[src/rtl/sequencer_fsa.sv]
// One-hot 24-state timing automaton that paces each instruction, with derived pulses pA..pT and run/halt/step control.
// Optional instruction counter output enabled by defining INSTR_COUNT_EN.
module sequencer_fsa #(
  localparam int unsigned NUM_STATES = 24,
  localparam int unsigned NUM_PULSES = 20
) (
  input  logic                  clock,
  input  logic                  reset,
  input  logic                  run,
  input  logic                  step,
  input  logic                  halt_req,
  input  logic                  abort_8,
  input  logic                  abort_12,
  input  logic                  abort_14,
  output logic [NUM_STATES-1:0] fsa_out,
  output logic [NUM_PULSES-1:0] pulse_out,
  output logic                  running,
  output logic                  cycle_done
`ifdef INSTR_COUNT_EN
  ,
  output logic [15:0]           instr_count
`endif
);

  typedef enum logic {
    HALTED  = 1'b0,
    RUNNING = 1'b1
  } ctrl_state_t;

  ctrl_state_t ctrl_state;
  logic        step_mode;
  logic        stop_after;

  // An abort only matters in its own end state; the one-hot state makes the earliest end win naturally.
  always_comb begin
    cycle_done = (fsa_out[7]  & abort_8)
               | (fsa_out[11] & abort_12)
               | (fsa_out[13] & abort_14)
               | fsa_out[NUM_STATES-1];
    stop_after = halt_req | step_mode | ~run;
  end

  assign running = (ctrl_state == RUNNING);

  always_ff @(posedge clock) begin
    if (reset) begin
      ctrl_state <= HALTED;
      fsa_out    <= '0;
      step_mode  <= 1'b0;
    end else if (ctrl_state == HALTED) begin
      if (run | step) begin
        ctrl_state <= RUNNING;
        fsa_out    <= NUM_STATES'(1);
        step_mode  <= step & ~run;
      end
    end else begin
      if (cycle_done) begin
        if (stop_after) begin
          ctrl_state <= HALTED;
          fsa_out    <= '0;
        end else begin
          fsa_out <= NUM_STATES'(1);
        end
      end else begin
        fsa_out <= {fsa_out[NUM_STATES-2:0], 1'b0};
      end
    end
  end

  // Pulse decodes; truncation at a shortened end state falls out of the state never advancing further.
  always_comb begin
    pulse_out     = '0;
    pulse_out[0]  = |fsa_out[3:0];
    pulse_out[1]  = |fsa_out[2:1];
    pulse_out[2]  = |fsa_out[6:4];
    pulse_out[3]  = fsa_out[5];
    pulse_out[4]  = |fsa_out[9:8];
    pulse_out[5]  = |fsa_out[13:8];
    pulse_out[6]  = |fsa_out[12:9];
    pulse_out[7]  = |fsa_out[11:10];
    pulse_out[8]  = |fsa_out[12:11];
    pulse_out[9]  = |fsa_out[19:12];
    pulse_out[10] = |fsa_out[18:13];
    pulse_out[11] = |fsa_out[21:14];
    pulse_out[12] = |fsa_out[20:15];
    pulse_out[13] = |fsa_out[19:16];
    pulse_out[14] = |fsa_out[18:17];
    pulse_out[15] = fsa_out[18];
    pulse_out[16] = |fsa_out[23:20];
    pulse_out[17] = |fsa_out[22:21];
    pulse_out[18] = fsa_out[22];
    pulse_out[19] = fsa_out[23];
  end

`ifdef INSTR_COUNT_EN
  always_ff @(posedge clock) begin
    if (reset) begin
      instr_count <= '0;
    end else if (cycle_done) begin
      instr_count <= instr_count + 16'd1;
    end
  end
`endif

endmodule

[config.mk]
export PLATFORM = sky130hd
export DESIGN_NAME = sequencer_fsa
export DESIGN_NICKNAME = d
export VERILOG_FILES = /design/src/rtl/sequencer_fsa.sv
export SDC_FILE = /design/constraint.sdc
export NUM_CORES = 1
export LEC_CHECK = 0
export ABC_AREA = 1
export CAP_MARGIN = 20
export CORE_MARGIN = 2
export CORE_UTILIZATION = 26
export CTS_CLUSTER_SIZE = 14
export DETAILED_ROUTE_END_ITERATION = 12
export PLACE_DENSITY_LB_ADDON = 0.05
export SYNTH_ARGS = -nofsm -noshare
export SYNTH_HDL_FRONTEND = slang
export SYNTH_SLANG_ARGS = --single-unit
export TNS_END_PERCENT = 10
[constraint.sdc]
create_clock -name clock -period 1.6 [get_ports clock]
set_clock_uncertainty 0.05 [all_clocks]
set_input_delay 0.16 -clock clock [delete_from_list [all_inputs] [get_ports clock]]
set_output_delay 0.16 -clock clock [all_outputs]
set_load 0.03 [all_outputs]
==> results.ini, run 1 <==
[global_route]
gr-total-overflow = 0
grt_max_degree = 27
grt_pass1_vias = 1396
grt_usage = 0.135
grt_pass1_wl_um = 6550
antenna_found_initial = 0

[clock_tree]
htreeDepth = 1
cts.path.max_buffers = 2
clk_latency_ns = 0.27
postCtsSetupBuffers = 0
clock-sinks = 26
clockRootBuffer = clkbuf_8
cts-buffers-inserted = 3
clkSlewWorstSetupHoldPaths_ns = 0.09
holdBufCountCts = 0
cts_tree = done

[floorplanning]
io_pins = 54
dieWidth_um = 77.9
die_h_um = 77.9
fp.dieArea_mm2 = 0.00607
start_util = 0.273
rows = 26
core_mm2 = 0.00520

[worst_setup_path]
worstSetupPathType = reg -> out
cp.required_ns = 1.39
crit_fanout = 4
crit_path_end_kind = output pin
arrival_ns = 1.33
crit_path_start_kind = register
reg2reg_slack_ns = 0.36

[detailed_routing]
num_vias = 1424
ant_nets = 0
wire_per_inst_um = 11.3
viasPerCell = 4.10
drt-initial-drc-count = 61
wl_um = 3920
drc_errors = 0
detail_route.first_pass.iterations = 4

[synthesis]
yosys.area.top_type = dfxtp_1
ys.warnings.count = 0
synth_nets = 218
ys_seq_elements = 26
synth_area_leaders = dfxtp_1, nand2_1, a21oi_2
syn_inst = 210
yosysUniqueCellTypes = 21
netlist.area_leader.share = 0.367
avgSynthCellArea_um2 = 6.76
ys_seq_area_frac = 0.367
syn_area_mm2 = 0.00142

[power_and_ir_drop]
power.density_mw_per_mm2 = 538
leakage_nw = 1.30
power.internal_mw = 0.869
p_total_mw = 1.16
comb_power_share = 0.107
ir_drop_mv = 0.284
power.switching_mw = 0.286
p_seq_frac = 0.569
switching_share = 0.248
clock_power_share = 0.324

[timing]
finalHoldViolCount = 0
finalSetupViolations = 0
report.final.slew_viol_count = 0
fmax_ghz = 0.648
tightest_slew_ns = 0.347
post-route-min-period_ns = 1.54
post-route-period-util = 0.965
fin_setup_tns_ns = 0
rsz0062_at_grt = true
maxSlewHeadroom = 0.768

[place]
io_buffer_count = 53
placed_area_mm2 = 0.00214
gp_congestion = 0.740
hpwl_um = 2840

[final_layout]
nNetsFinal = 287
fin_area_mm2 = 0.00215
n_fill_cell = 602
drive_gt1_frac = 0.235
seq_area_um2 = 522
area_growth_pct = 51.4
multiInputGateArea_um2 = 674
n_antenna_cell = 0

[run_status]
outcome = completed

[flow_run]
drv_cap = 0

[min_path]
holdCritPathClass = reg -> reg

## power groups by stage
stage               combinational (mW)  sequential, mW  clock [mW]
detailed placement               0.129           0.673           0
floorplan                       0.0668           0.680           0
CTS                              0.127           0.658       0.396
global placement                 0.129           0.672           0
global route                     0.135           0.659       0.407
finish                           0.124           0.658       0.374
## state kept, by name, indices dropped and copies added, names as in the netlist
register / cells
running: 1
step_mode: 1
fsa_out: 24
## final cells by class
class,instances,share of cell area
timing repair buffer,78,0.321
multi-input combinational,134,0.314
sequential,26,0.243
inverter,36,0.0629
tap,70,0.0407
clock buffer,3,0.0192
## logic make-up (layout without fill, tap and decap cells)
group | count (synthesis) | count (layout) | share of synthesized area
compound gates | 26 | 26 | 0.148
buf+inv | 50 | 117 | 0.167
flops | 26 | 26 | 0.367
simple gates | 108 | 108 | 0.318
## worst max-delay path, stage by stage (launching register included)
cell	delay, ns
dfxtp_1	0.32
nor2_1	0.13
nand2_1	0.11
nor2_4	0.13
nand3_1	0.09
clkdlybuf4s15_2	0.29
## Yosys cell counts
| cell type | count |
|---|---|
| clkbuf_1 | 1 |
| buf_4 | 6 |
| a21oi_2 | 20 |
| dfxtp_1 | 26 |
| or3_1 | 1 |
| nor2_2 | 1 |
| nor2_1 | 13 |
| buf_6 | 3 |
| inv_1 | 36 |
| nor3_4 | 1 |
| o21a_1 | 1 |
| nand3_1 | 3 |
| nand2_2 | 3 |
| or2_2 | 2 |
| nor3_1 | 1 |
| nand4_1 | 3 |
| nand2_1 | 79 |
| a21oi_1 | 4 |
| a211oi_1 | 1 |
| nand3b_1 | 1 |
| buf_2 | 4 |
## path summary, 6_finish.rpt
| kind | from | endpoint | depth (start not counted) |
|---|---|---|---|
| worst min register to register | fsa_out[13] | fsa_out[13] | 2 |
| worst min-delay path | fsa_out[13] | fsa_out[13] | 2 |
| worst max-delay path | fsa_out[17] | pulse_out[9] | 5 |
| worst max register to register | fsa_out[11] | fsa_out[2] | 7 |
## placed cells by master, fill, tap and decap left out, types with 5 or more instances in the layout
master / netlist / final
clkdlybuf4s50_1: 0 / 9
dfxtp_1: 26 / 25
dlygate4sd2_1: 0 / 30
nor2_1: 13 / 12
inv_1: 36 / 36
dlymetal6s2s_1: 0 / 5
buf_4: 6 / 25
nand2_1: 79 / 79
a21oi_2: 20 / 20
## through the flow
step | instances | setup WS [ns] | hold slack (ns) | util
after floorplan | 210 | 0.224 | 0.210 | -
after global placement | 344 | -0.0859 | 0.454 | 0.412
after detailed placement | 344 | -0.103 | 0.451 | 0.412
after CTS | 347 | 0.00328 | 0.466 | 0.414
after global routing | 347 | -0.0362 | 0.475 | 0.413
final | 347 | 0.0562 | 0.454 | 0.413
## metal layers
layer / GRT usage / vias to the layer above / routed length [um]
met2: 0.239 / 29 / 1900
met4: 0.0368 / 0 / 24
met3: 0.0174 / 2 / 137
met1: 0.171 / 632 / 1860
met5: 0 / - / 0
li1: - / 761 / -
## timing repair
item                       in CTS  in global routing
setup endpoints to repair      38                 13
pin swaps                       0                  1
resized for setup              44                 17
(Power assumes the default switching activity.)
==> run 2: changes to the inputs <==
--- a/config.mk
+++ b/config.mk
@@ -8,9 +8,10 @@
 export ABC_AREA = 1
 export CAP_MARGIN = 20
 export CORE_MARGIN = 2
-export CORE_UTILIZATION = 26
+export CORE_UTILIZATION = 35
 export CTS_CLUSTER_SIZE = 14
 export DETAILED_ROUTE_END_ITERATION = 12
+export HOLD_SLACK_MARGIN = 0.12
 export PLACE_DENSITY_LB_ADDON = 0.05
 export SYNTH_ARGS = -nofsm -noshare
 export SYNTH_HDL_FRONTEND = slang
==> results.ini, run 2 (same netlist as run 1, synthesis figures left out) <==
[floorplanning]
start_util = 0.360  ; was 0.273
dieWidth_um = 67.7  ; was 77.9 um
die_h_um = 67.7  ; was 77.9 um
fp.dieArea_mm2 = 0.00458  ; was 0.00607 mm2
rows = 23  ; was 26
core_mm2 = 0.00394  ; was 0.00520 mm2
io_pins = 54  ; unchanged

[global_route]
antenna_found_initial = 0  ; unchanged
grt_usage = 0.167  ; was 0.135
grt_pass1_wl_um = 5820  ; was 6550 um
gr-total-overflow = 0  ; unchanged
grt_max_degree = 26  ; was 27
grt_pass1_vias = 1298  ; was 1396

[timing]
finalHoldViolCount = 0  ; unchanged
report.final.slew_viol_count = 0  ; unchanged
fin_ws_ns = 0.0479  ; was 0.0562 ns
rsz0062_at_grt = true  ; unchanged
finalSetupViolations = 0  ; unchanged
post-route-min-period_ns = 1.55  ; was 1.54 ns
post-route-period-util = 0.970  ; was 0.965
tightest_slew_ns = 0.324  ; was 0.347 ns
maxSlewHeadroom = 0.784  ; was 0.768
whs_ns = 0.439  ; was 0.454 ns
fmax_ghz = 0.644  ; was 0.648 GHz

[worst_setup_path]
worst_path_max_delay_cell = clkdlybuf4s50_1  ; was dfxtp_1
cp.required_ns = 1.39  ; about the same
cp_top_family = buffers and inverters  ; was simple AND/OR/NAND/NOR gates
crit_path_end_kind = output pin  ; unchanged
crit_path_start_kind = register  ; unchanged
cp_slowest_stage_delay_ns = 0.69  ; was 0.32 ns
crit_fanout = 4  ; unchanged
critPathBufInv = 1  ; unchanged
path_cells = clkdlybuf4s50_1  ; was nor2_1 > nand2_1 > nor2_4 > nand3_1 > clkdlybuf4s15_2
worstSetupPathType = reg -> out  ; unchanged
arrival_ns = 1.34  ; was 1.33 ns

[detailed_routing]
wl_um = 3580  ; was 3920 um
detail_route.first_pass.iterations = 4  ; unchanged
drt-initial-drc-count = 55  ; was 61
num_vias = 1433  ; was 1424
wire_per_inst_um = 11.1  ; was 11.3 um
ant_nets = 0  ; unchanged
viasPerCell = 4.45  ; was 4.10
drc_errors = 0  ; unchanged

[clock_tree]
cts-buffers-inserted = 3  ; unchanged
clkSlewWorstSetupHoldPaths_ns = 0.09  ; about the same
clk_latency_ns = 0.27  ; about the same
cts.path.max_buffers = 2  ; unchanged
holdBufCountCts = 0  ; unchanged
cts_tree = done  ; unchanged
clock-sinks = 26  ; unchanged
clockRootBuffer = clkbuf_8  ; unchanged
htreeDepth = 1  ; unchanged

[power_and_ir_drop]
p_total_mw = 1.15  ; was 1.16 mW
leakage_nw = 1.39  ; was 1.30 nW
ir_drop_mv = 0.262  ; was 0.284 mV
power.density_mw_per_mm2 = 539  ; was 538 mW/mm2

[flow_run]
drv_cap = 0  ; unchanged

[final_layout]
nNetsFinal = 282  ; was 287
drive_gt1_frac = 0.224  ; was 0.235
most-common-layout-cells = nand2_1, inv_1, dfxtp_1, dlygate4sd2_1, a21oi_2  ; was nand2_1, inv_1, dlygate4sd2_1, dfxtp_1, buf_4
regMostFlops = fsa_out  ; unchanged
n_fill_cell = 406  ; was 602
multiInputGateArea_um2 = 672  ; was 674 um2
n_antenna_cell = 0  ; unchanged
final_common_cell = nand2_1  ; unchanged
largest_register_ffs = 24  ; unchanged
area_growth_pct = 50.6  ; was 51.4%
seq_area_um2 = 522  ; unchanged

[run_status]
outcome = completed  ; unchanged

[min_path]
holdCritPathClass = reg -> reg  ; unchanged

[place]
io_buffer_count = 53  ; unchanged
dp_worst_setup_slack_ns = -0.0236  ; was -0.103 ns
gp_congestion = 0.691  ; was 0.740
hpwl_um = 2490  ; was 2840 um

## run 2: final cells by class
type                       instances  share of cell area
clock buffer                       3              0.0193
timing repair buffer              73               0.330
multi-input combinational        134               0.314
tap                               50              0.0293
inverter                          36              0.0632
sequential                        26               0.244
## run 2: final timing paths
| kind | from | end | slack, ns | cells past startpoint |
|---|---|---|---|---|
| setup / recovery | fsa_out[6] | fsa_out[6] | 0.05 | 1 |
| hold / removal | fsa_out[23] | fsa_out[23] | 0.44 | 2 |
| setup reg to reg | fsa_out[13] | running | 0.32 | 6 |
| hold reg to reg | fsa_out[23] | fsa_out[23] | 0.44 | 2 |
## run 2: per-stage QoR
stage          instances  TNS, ns  cell area [um2]   util
3_3_place_gp         317  -0.0127             2070  0.524
3_5_place_dp         317  -0.0326             2070  0.524
2_1_floorplan        210        0             1420      -
4_1_cts              320        0             2080  0.527
5_1_grt              322  -0.0805             2140  0.542
6_report             322        0             2140  0.542
## run 2: power by group
group | total [mW] | switching (mW) | internal (mW) | leakage, nW
Combinational | 0.122 | 0.0729 | 0.0491 | 1.15
Clock | 0.372 | 0.204 | 0.169 | 0.0216
Sequential | 0.658 | 0.00553 | 0.653 | 0.211
## run 2: what timing repair did
item | 4_1_cts | 5_1_grt
resized for setup | 33 | 24
cloned | 0 | 1
endpoints found under the setup margin | 28 | 21
pin swaps | 0 | 1
buffers inserted | 0 | 1
## run 2: worst register-to-register path: cells and delay by family (launching register included)
family | cells | cell delay, ns
compound gates | 1 | 0.16
buf+inv | 2 | 0.30
flops | 1 | 0.44
simple gates | 3 | 0.24
## run 2: routing by layer
layer | up-vias | wire length [um] | global-route usage
met5 | - | 0 | 0
met4 | 0 | 18 | 0.0536
met3 | 2 | 152 | 0.0233
met2 | 26 | 1870 | 0.288
met1 | 654 | 1540 | 0.213
li1 | 751 | - | -
